**src/rtl/gpr_wb_arbiter.sv**
```systemverilog
`default_nettype none
// ============================================================================
//  Module   : gpr_wb_arbiter
//  Purpose  : Sequences the single write port of the GPR file. Two writeback
//             requesters (EXU = req0, LSU = req1) are arbitrated round-robin
//             with valid/ready handshakes. The winner is registered onto the
//             regfile write port (wb_wen/wb_addr/wb_data). A per-register
//             pending scoreboard lets decode stall on RAW hazards.
//  Ports    : clk, rst (asynchronous, active-low)
//             iss_valid/iss_rd            - decode issue, marks rd pending
//             req0_valid/rd/data/ready    - EXU writeback handshake
//             req1_valid/rd/data/ready    - LSU writeback handshake
//             wb_wen/wb_addr/wb_data      - registered regfile write port
//             rs1_addr/rs2_addr           - decode source lookups
//             rs1_busy/rs2_busy           - source has a pending write
//  Config   : GPR_WB_EARLY_CLEAR_EN - when defined, a register being written
//             this cycle reads as not busy (unless re-issued this cycle).
//  Revision : 1.0 - initial release
// ============================================================================
module gpr_wb_arbiter #(
   parameter int DW    = 32,
   parameter int AW    = 5,
   parameter int NREGS = 32
) (
   input  logic          clk,
   input  logic          rst,
   input  logic          iss_valid,
   input  logic [AW-1:0] iss_rd,
   input  logic          req0_valid,
   input  logic [AW-1:0] req0_rd,
   input  logic [DW-1:0] req0_data,
   output logic          req0_ready,
   input  logic          req1_valid,
   input  logic [AW-1:0] req1_rd,
   input  logic [DW-1:0] req1_data,
   output logic          req1_ready,
   output logic          wb_wen,
   output logic [AW-1:0] wb_addr,
   output logic [DW-1:0] wb_data,
   input  logic [AW-1:0] rs1_addr,
   input  logic [AW-1:0] rs2_addr,
   output logic          rs1_busy,
   output logic          rs2_busy
);

   // rr_last resets to 1 so that req0 wins the first contended cycle.
   localparam logic c_RR_INIT = 1'b1;

   // ------------------------------------------------------------------------
   // State
   // ------------------------------------------------------------------------
   logic             r_rr_last;
   logic             r_wb_wen;
   logic [AW-1:0]    r_wb_addr;
   logic [DW-1:0]    r_wb_data;
   logic [NREGS-1:0] r_sb;

   // ------------------------------------------------------------------------
   // Combinational signals
   // ------------------------------------------------------------------------
   logic             w_grant0;
   logic             w_grant1;
   logic             w_fire;
   logic [AW-1:0]    w_win_rd;
   logic [DW-1:0]    w_win_data;
   logic             w_iss_set;
   logic [NREGS-1:0] w_set_mask;
   logic [NREGS-1:0] w_clr_mask;
   logic [NREGS-1:0] w_sb_next;
   logic             w_rs1_busy;
   logic             w_rs2_busy;

   // ------------------------------------------------------------------------
   // Round-robin arbitration. A lone requester always wins; under contention
   // the requester that did not win last time is granted. A grant is only
   // ever given to a valid requester, so grant itself is the fire condition.
   // ------------------------------------------------------------------------
   always_comb begin
      w_grant0 = req0_valid && (!req1_valid || r_rr_last);
      w_grant1 = req1_valid && (!req0_valid || !r_rr_last);
   end

   assign w_fire     = w_grant0 || w_grant1;
   assign w_win_rd   = w_grant1 ? req1_rd   : req0_rd;
   assign w_win_data = w_grant1 ? req1_data : req0_data;

   assign req0_ready = w_grant0;
   assign req1_ready = w_grant1;

   // Last-winner pointer: only moves on an accepted request.
   always_ff @(posedge clk or negedge rst) begin
      if (!rst) begin
         r_rr_last <= c_RR_INIT;
      end else if (w_fire) begin
         r_rr_last <= w_grant1;
      end
   end

   // ------------------------------------------------------------------------
   // Write stage (latency 1). Writes to x0 are accepted but never raise the
   // enable; address/data still follow the accepted request.
   // ------------------------------------------------------------------------
   always_ff @(posedge clk or negedge rst) begin
      if (!rst) begin
         r_wb_wen  <= 1'b0;
         r_wb_addr <= '0;
         r_wb_data <= '0;
      end else if (w_fire) begin
         r_wb_wen  <= (w_win_rd != '0);
         r_wb_addr <= w_win_rd;
         r_wb_data <= w_win_data;
      end else begin
         r_wb_wen  <= 1'b0;
      end
   end

   assign wb_wen  = r_wb_wen;
   assign wb_addr = r_wb_addr;
   assign wb_data = r_wb_data;

   // ------------------------------------------------------------------------
   // Pending-write scoreboard. Clear comes from the write-stage cycle; a set
   // of the same register in that cycle wins because it represents a newer
   // producer that is still outstanding. Bit 0 is never set.
   // ------------------------------------------------------------------------
   assign w_iss_set = iss_valid && (iss_rd != '0);

   always_comb begin
      w_set_mask = '0;
      w_clr_mask = '0;
      if (w_iss_set) begin
         w_set_mask[iss_rd] = 1'b1;
      end
      if (r_wb_wen) begin
         w_clr_mask[r_wb_addr] = 1'b1;
      end
      w_sb_next    = (r_sb & ~w_clr_mask) | w_set_mask;
      w_sb_next[0] = 1'b0;
   end

   always_ff @(posedge clk or negedge rst) begin
      if (!rst) begin
         r_sb <= '0;
      end else begin
         r_sb <= w_sb_next;
      end
   end

   // ------------------------------------------------------------------------
   // Source busy lookups. With early clear, a register whose write is on the
   // port this cycle is visible to decode at the next edge, so it need not
   // stall -- unless decode is re-issuing the same destination right now.
   // ------------------------------------------------------------------------
   always_comb begin
      w_rs1_busy = r_sb[rs1_addr];
      w_rs2_busy = r_sb[rs2_addr];
`ifdef GPR_WB_EARLY_CLEAR_EN
      if (r_wb_wen && (r_wb_addr == rs1_addr)) begin
         w_rs1_busy = w_iss_set && (iss_rd == rs1_addr);
      end
      if (r_wb_wen && (r_wb_addr == rs2_addr)) begin
         w_rs2_busy = w_iss_set && (iss_rd == rs2_addr);
      end
`else
      // Registered scoreboard only; the write cycle still reads as busy.
`endif
   end

   assign rs1_busy = w_rs1_busy;
   assign rs2_busy = w_rs2_busy;

endmodule
`default_nettype wire

```
**config.mk**
```make
export PLATFORM = sky130hd
export DESIGN_NAME = gpr_wb_arbiter
export DESIGN_NICKNAME = d
export VERILOG_FILES = /design/src/rtl/gpr_wb_arbiter.sv
export SDC_FILE = /design/constraint.sdc
export NUM_CORES = 1
export LEC_CHECK = 0
export CAP_MARGIN = 0
export CORE_UTILIZATION = 47
export CTS_CLUSTER_DIAMETER = 120
export DETAILED_ROUTE_END_ITERATION = 16
export PLACE_DENSITY_LB_ADDON = 0.12
export SYNTH_ARGS = -nofsm -noshare
export SYNTH_HDL_FRONTEND = slang
export SYNTH_SLANG_ARGS = --single-unit
```
**constraint.sdc**
```tcl
create_clock -name clk -period 3.87 [get_ports clk]
set_input_delay 1.161 -clock clk [delete_from_list [all_inputs] [get_ports clk]]
set_output_delay 1.161 -clock clk [all_outputs]
set_load 0.005 [all_outputs]
```
=== After elaboration in Yosys (flattened, before gate mapping) ===
Cells that the tools add are included.

* Magnitude comparators: 6
* Muxes and demuxes: 13
* Bitwise gates (word level): 3
* Reductions and logical operators: 13

{| class="wikitable"
|+ Operators with widths
! cell !! number
|-
| two-way mux 32 bit || 3
|-
| bitwise AND 32 bit || 1
|-
| NOT 32 bit || 1
|-
| OR 32 bit || 1
|-
| less-than comparator 5 x 6 -> 1 bit, second input constant || 4
|-
| binary-select mux 1 bit (select 5 bit) || 2
|-
| demux 1 bit (select 5 bit) || 2
|-
| >= comparator 5 x 1 -> 1 bit, second input constant || 2
|-
| nonzero test 5 bit || 2
|-
| logical AND 1 bit || 5
|-
| two-way mux 1 bit || 5
|-
| two-way mux 5 bit || 1
|-
| zero test 1 bit || 3
|-
| logical OR 1 bit || 3
|}

* Bits in registers: 70
* Input port bits: 94
* Output and inout bits: 42
* Word-level logic and storage cells: 40

=== Longest topological paths before layout ===
Gate-level depths: netlist of the first run.

* Depth in word-level cells: 8
* Mapped depth: 6
* Depth with buffers taken out: 4

=== Worst setup path after synthesis of the first run ===
No wires, ideal clock.

* Kind: input to output
* From: in rs1_addr[0]
* To: out rs1_busy
* Arrival time: 2.167 ns
* Required time: 2.709 ns
* Path slack: 0.542 ns
* Cell stages on the path: 5
* Path buffers: 1
* Path through: buf_2 -> mux4_2 -> nand2b_1 -> o211ai_1 -> nand4_1

* Word-level cells in the longest chain between the ends: 2

{| class="wikitable"
|+ RTL lines
! element !! RTL line !! source
|-
| start: declaration || 40 || <nowiki>input logic [AW-1:0] rs1_addr,</nowiki>
|-
| binary-select mux 1 bit (select 5 bit) || 155 || <nowiki>w_rs1_busy = r_sb[rs1_addr];</nowiki>
|-
| two-way mux 1 bit (implied by the code) || 155 ||
|-
| end: declaration || 42 || <nowiki>output logic rs1_busy,</nowiki>
|}

Every way passes these cells. The select of a mux whose other input is x is not followed.

=== Worst setup path in the final report of the first run ===
* From: in rs2_addr[0]
* To: out rs2_busy

* Word-level cells in the longest chain between the ends: 2

{| class="wikitable"
|+ RTL lines
! element !! RTL line !! source
|-
| start: declaration || 41 || <nowiki>input logic [AW-1:0] rs2_addr,</nowiki>
|-
| binary-select mux 1 bit (select 5 bit) || 156 || <nowiki>w_rs2_busy = r_sb[rs2_addr];</nowiki>
|-
| two-way mux 1 bit (implied by the code) || 156 ||
|-
| end: declaration || 43 || <nowiki>output logic rs2_busy</nowiki>
|}

Every way passes these cells. The select of a mux whose other input is x is not followed.

==> results.yml, run 1 <==
floorplanning:
  die_y_um: 88.4
  die_w_um: 88.4
  die-area_sq_um: 7810
  initial_core_util_pct: 48.6
  rows: 31
  core_sq_um: 7210
  pin_count: 136
drt:
  routed_via_density: 5.68
  post-route-drc-count: 0
  wl_mm: 10.8
  vias: 3509
  drt_iter0_drc: 224
  drtAntennaViolNets: 0
  firstDrtPassIters: 5
  post_drt_wl_per_cell_um: 17.4
grt:
  grt_pass1_vias: 3518
  grt-ovfl-total: 0
  grt_max_degree: 44
  grt_first_pass_wirelength_mm: 16.8
  grtUsageTotal_pct: 28.8
  antenna_found_initial: 0
worst_setup_path:
  worstPathMaxFanout: 4
  endpoint_kind: "output port"
  slowest_delay_ns: 0.51
  required_ns: 2.71
  cp_slowest_cell: "mux4_2"
  worstSetupPathDepth: 6
  worstSetupPathType: "in -> out"
  startpoint_type: "input port"
  arrival_ns: 2.63
  ff2ff_path_depth: 5
  path_delay_family: "buffers and inverters"
  crit_chain: "buf_2 > mux4_2 > nand2b_1 > o2111ai_1 > nand4_1 > clkdlybuf4s50_1"
  cp.buffers_inverters: 2
power:
  leakage_uw: 0.00215
  power_uw: 2670
  pwr_density_cell_nw_per_um2: 505
  peakVddDrop_mv: 0.271
cts:
  clk_latency_ns: 0.35
  cts_tree: "done"
  clock_sinks: 70
  cts_buffers: 9
  clk_pin_slew_ns: 0.07
  htree_levels: 3
  ctsHoldBuffers: 0
  clk_path_buf_depth: 2
  cts_root_buf: "clkbuf_8"
hold_path:
  hold_path_class: "reg -> reg"
  whs_path_depth: 2
sta:
  setup_viol: 0
  period_share_pct: 97.9
  slew_viol_final: 0
  grt_setup_unrepaired: "false"
  max_clock_freq_mhz: 264
  worst_pin_slew_ns: 0.689
  fin_ws_ns: 0.0802
  period_needed_ns: 3.79
  hold_violations: 0
  slew_headroom_pct: 54.0
  whs_ns: 0.526
  fin_skew_ns: 0.00762
place:
  dp_slack_ns: -0.427
  gp_congestion: 0.875
  io_buffers: 135
  dp_hpwl_mm: 7.91
synthesis:
  yosysSeqAreaShare_pct: 50.0
  synth.top_cell.area_share_pct: 49.2
  yosysWarningCount: 0
  syn-cell-area_sq_um: 3510
  syn-num-nets: 469
  avgSynthCellArea_sq_um: 9.35
  yosysUniqueCellTypes: 27
  synth.area.top_cells: "dfrtp_1 49%, o21ai_0 9.0%, nor2_1 8.2%"
  synth_cells: 375
  yosys.area.top_type: "dfrtp_1"
  ys_ff_latch: 70
cells_and_area:
  layout-drive-gt1-share_pct: 9.63
  synthToLayoutAreaGrowth_pct: 51.1
  post-route-util_pct: 73.4
  diodes: 0
  nets: 608
run:
  drv_cap: 0
run_status:
  status: "completed"
## layout by cell type, fill, tap and decap left out, drive strengths merged, types with 4 or more instances in the layout
cell type,netlist,routed
a21oi,13,13
a22oi,4,4
buf,11,17
bufinv,0,4
clkbuf,10,13
clkdlybuf4s50,0,125
dfrtp,69,69
dlygate4sd2,0,4
inv,7,7
mux2i,23,23
mux4,6,6
nand2,8,8
nand2b,4,4
nand3,12,12
nand3b,10,10
nor2,77,77
nor2b,4,4
o21ai,63,63
o22ai,33,33
or3b,4,4
## stage by stage
step	setup TNS (ns)	instance area (sq um)	std cells
2_1_floorplan	0	3510	375
3_3_place_gp	-0.762	5020	600
3_5_place_dp	-0.851	5020	600
4_1_cts	0	5300	618
5_1_grt	0	5300	618
6_report	0	5300	618
## synthesized netlist by cell type, drive strengths merged
master and number:
nand2 8, o2111ai 2, a211oi 2, dfrtp 69
o21ai 63, or2 1, o21a 1, nand3 12
clkbuf 10, mux2i 23, mux4 6, a22oi 4
nand4 2, nor2b 4, o22ai 33, dfstp 1
or3b 4, or4 2, buf 11, nand2b 4
or3 2, nor2 77, a21oi 13, inv 7
a31oi 2, o211ai 2, nand3b 10
## kinds of logic (layout without fill, tap and decap cells)
| family | Yosys count | after routing | share of synthesized area (%) |
|---|---|---|---|
| flops | 70 | 70 | 50.0 |
| simple gates | 126 | 126 | 16.7 |
| buf+inv | 28 | 172 | 3.39 |
| compound gates | 122 | 122 | 19.5 |
| mux | 29 | 29 | 10.4 |
## per-layer routing
metal  share of wire [%]  global-route usage [%]  up-vias
met5                   0                       0        -
met4                 1.9                    12.5        0
met3                 8.8                    9.42       20
met2                  50                    47.7      157
met1                  39                    34.6     1695
li1                    -                       -     1637
## tightest hold or removal path, delay by kind of cell, from the launching register on
family / cells / cell delay, ns
flip-flops: 1 / 0.35
AO/OA/AOI/OAI: 1 / 0.06
AND/OR/NAND/NOR: 1 / 0.08
## where the power goes
part / total (uW) / internal [uW] / switching [uW]
clock network: 807 / 530 / 278
logic: 743 / 417 / 327
registers: 1120 / 946 / 177
total: 2670 / 1890 / 781
## worst paths after layout
kind	startpoint	end	slack (ns)
setup / recovery	rs2_addr[0]	rs2_busy	0.08
hold / removal	wb_data[29]$_DFFE_PN0P_	wb_data[29]$_DFFE_PN0P_	0.53
setup reg to reg	r_rr_last$_DFFE_PN1P_	wb_data[31]$_DFFE_PN0P_	2.33
hold reg to reg	wb_data[29]$_DFFE_PN0P_	wb_data[29]$_DFFE_PN0P_	0.53
max in group asynchronous	rst	r_rr_last$_DFFE_PN1P_	2.31
min in group asynchronous	rst	wb_data[25]$_DFFE_PN0P_	0.85
## registers in the layout, summed over array words and instances (netlist names)
signal     cells
wb_addr        5
wb_wen         1
r_sb          31
r_rr_last      1
wb_data       32
## timing repair
action,CTS,global route
endpoints found under the setup margin,2,2
cloned,0,0
hold endpoints to repair,0,0
resized for setup,16,5
setup buffers,2,0
pin swaps,3,0
## area by class of cell
| type | count | area, sq um |
|---|---|---|
| inverters | 7 | 26.3 |
| clock inverters | 5 | 129 |
| multi-input cells | 277 | 1650 |
| flip-flops and latches | 70 | 1750 |
| fillers | 549 | 1920 |
| clock buffers | 11 | 151 |
| repair buffers | 149 | 1470 |
| well taps | 99 | 124 |
Note: power is estimated with default switching activity, not from simulation.
==> run 2: changes to the inputs <==
PLACE_DENSITY = 0.88   (was unset)
PLACE_DENSITY_LB_ADDON = unset   (was 0.12)
==> run 2 against run 1 <==
Net effect: non-clock buffer count is 1 lower; register-to-register slack is essentially flat; critical path depth is 1 higher; critical endpoint unchanged; clock-buffer cell count is 2 lower.
==> results.yml, run 2 (synthesized netlist as in run 1, its figures left out) <==
cts:
  cts_tree: "done"
  cts_root_buf: "clkbuf_8"
  clk_latency_ns: 0.35
  post_cts_buffers: 0
  clk_path_buf_depth: 2
  ctsHoldBuffers: 0
  cts_buffers: 9
  clock_sinks: 70
  htree_levels: 3
  clk_pin_slew_ns: 0.08
cells_and_area:
  layout.cells.most_common_list: "128 x clkdlybuf4s50_1, 77 x nor2_1, 69 x dfrtp_1"
  largest_register_ffs: 32
  final_common_cell: "clkdlybuf4s50_1"
  synthToLayoutAreaGrowth_pct: 48.1
  diodes: 0
  final_cell_area_sq_um: 5190
  nets: 607
  final_cells: 617
  layout-drive-gt1-share_pct: 8.49
grt:
  grt_max_degree: 71
  grtUsageTotal_pct: 29.0
  grt_pass1_vias: 3546
  antenna_found_initial: 0
  grt_first_pass_wirelength_mm: 17.1
  grt-ovfl-total: 0
place:
  dp_hpwl_mm: 7.75
  gp_congestion: 0.906
  dpl-instance-area_sq_um: 5020
  dp.cells: 601
  io_buffers: 135
worst_setup_path:
  worstSetupPathType: "in -> out"
  startpoint_type: "input port"
  reg2reg_slack_ns: 2.33
  r2r_start: "r_rr_last$_DFFE_PN1P_"
  setup.worst_path.end: "rs2_busy"
  endpoint_kind: "output port"
  ff2ff_path_depth: 5
  worstPathMaxFanout: 3
  required_ns: 2.71
  reg2reg_to: "wb_data[31]$_DFFE_PN0P_"
  arrival_ns: 2.65
  startpoint: "rs2_addr[1]"
sta:
  period_share_pct: 98.4
  slew_headroom_pct: 59.9
  setup_viol: 0
  whs_ns: 0.523
  period_needed_ns: 3.81
  hold_violations: 0
  worst_pin_slew_ns: 0.601
  fin_skew_ns: 0.0106
  slew_viol_final: 0
  grt_setup_unrepaired: "false"
  max_clock_freq_mhz: 263
run_status:
  status: "completed"
drt:
  routed_via_density: 5.76
  firstDrtPassIters: 5
  drt_iter0_drc: 295
  wl_mm: 10.8
  vias: 3553
  drtAntennaViolNets: 0
  post-route-drc-count: 0
  post_drt_wl_per_cell_um: 17.4
power:
  leakage_uw: 0.00208
  peakVddDrop_mv: 0.246
  pwr_density_cell_nw_per_um2: 462
floorplanning:
  die_y_um: 88.4
  core_sq_um: 7210
  die-area_sq_um: 7810
  pin_count: 136
  initial_core_util_pct: 48.6
  die_w_um: 88.4
  rows: 31
run:
  drv_cap: 0
hold_path:
  hold_path_class: "reg -> reg"
[run 2: power breakdown]
part	switching (uW)	internal [uW]
registers	194	946
logic	314	415
clock network	298	233
total	806	1590
[run 2: worst max-delay path, cell delays in order]
cell and delay, ns:
clkdlybuf4s50_1 0.48, buf_4 0.13, mux4_2 0.27, nand2b_1 0.15
o211ai_1 0.09, nand4_1 0.10, dlygate4sd2_1 0.27
[run 2: final cells by class]
type | count | area, sq um
multi-input cells | 277 | 1640
clock inverters | 7 | 50.0
repair buffers | 148 | 1480
inverters | 7 | 26.3
well taps | 99 | 124
clock buffers | 9 | 124
fillers | 544 | 2020
flip-flops and latches | 70 | 1750
[run 2: per-stage QoR]
step | utilization, % | total power, uW | setup TNS [ns] | setup WS [ns]
after floorplan | - | 1470 | 0 | 0.542
after global placement | 69.6 | 1830 | -0.720 | -0.369
after detailed placement | 69.6 | 1880 | -0.783 | -0.392
after CTS | 71.9 | 2400 | 0 | 0.0207
after global routing | 72.0 | 2540 | 0 | 0.00513
final | 72.0 | 2400 | 0 | 0.0635
[run 2: layer usage]
metal | global-route usage (%) | vias to the layer above | share of wire (%)
li1 | - | 1641 | -
met1 | 34.8 | 1715 | 39
met2 | 48.8 | 174 | 50
met3 | 9.05 | 23 | 8.5
met4 | 11.3 | 0 | 2.3
met5 | 0 | - | 0
[run 2: repair_timing]
action / in CTS / in global routing
endpoints found under the setup margin: 2 / 2
pin swaps: 0 / 0
resized for setup: 8 / 3
[run 2: worst min path at each step]
stage,cells after the start,end,slack [ns],startpoint
floorplan,2,r_sb[6]$_DFF_PN0_,0.48,r_sb[6]$_DFF_PN0_
global placement,2,wb_data[14]$_DFFE_PN0P_,0.50,wb_data[14]$_DFFE_PN0P_
finish,2,wb_data[7]$_DFFE_PN0P_,0.52,wb_data[7]$_DFFE_PN0P_
detailed placement,2,wb_data[7]$_DFFE_PN0P_,0.51,wb_data[7]$_DFFE_PN0P_
CTS,2,wb_data[7]$_DFFE_PN0P_,0.53,wb_data[7]$_DFFE_PN0P_
global route,2,wb_data[17]$_DFFE_PN0P_,0.55,wb_data[17]$_DFFE_PN0P_
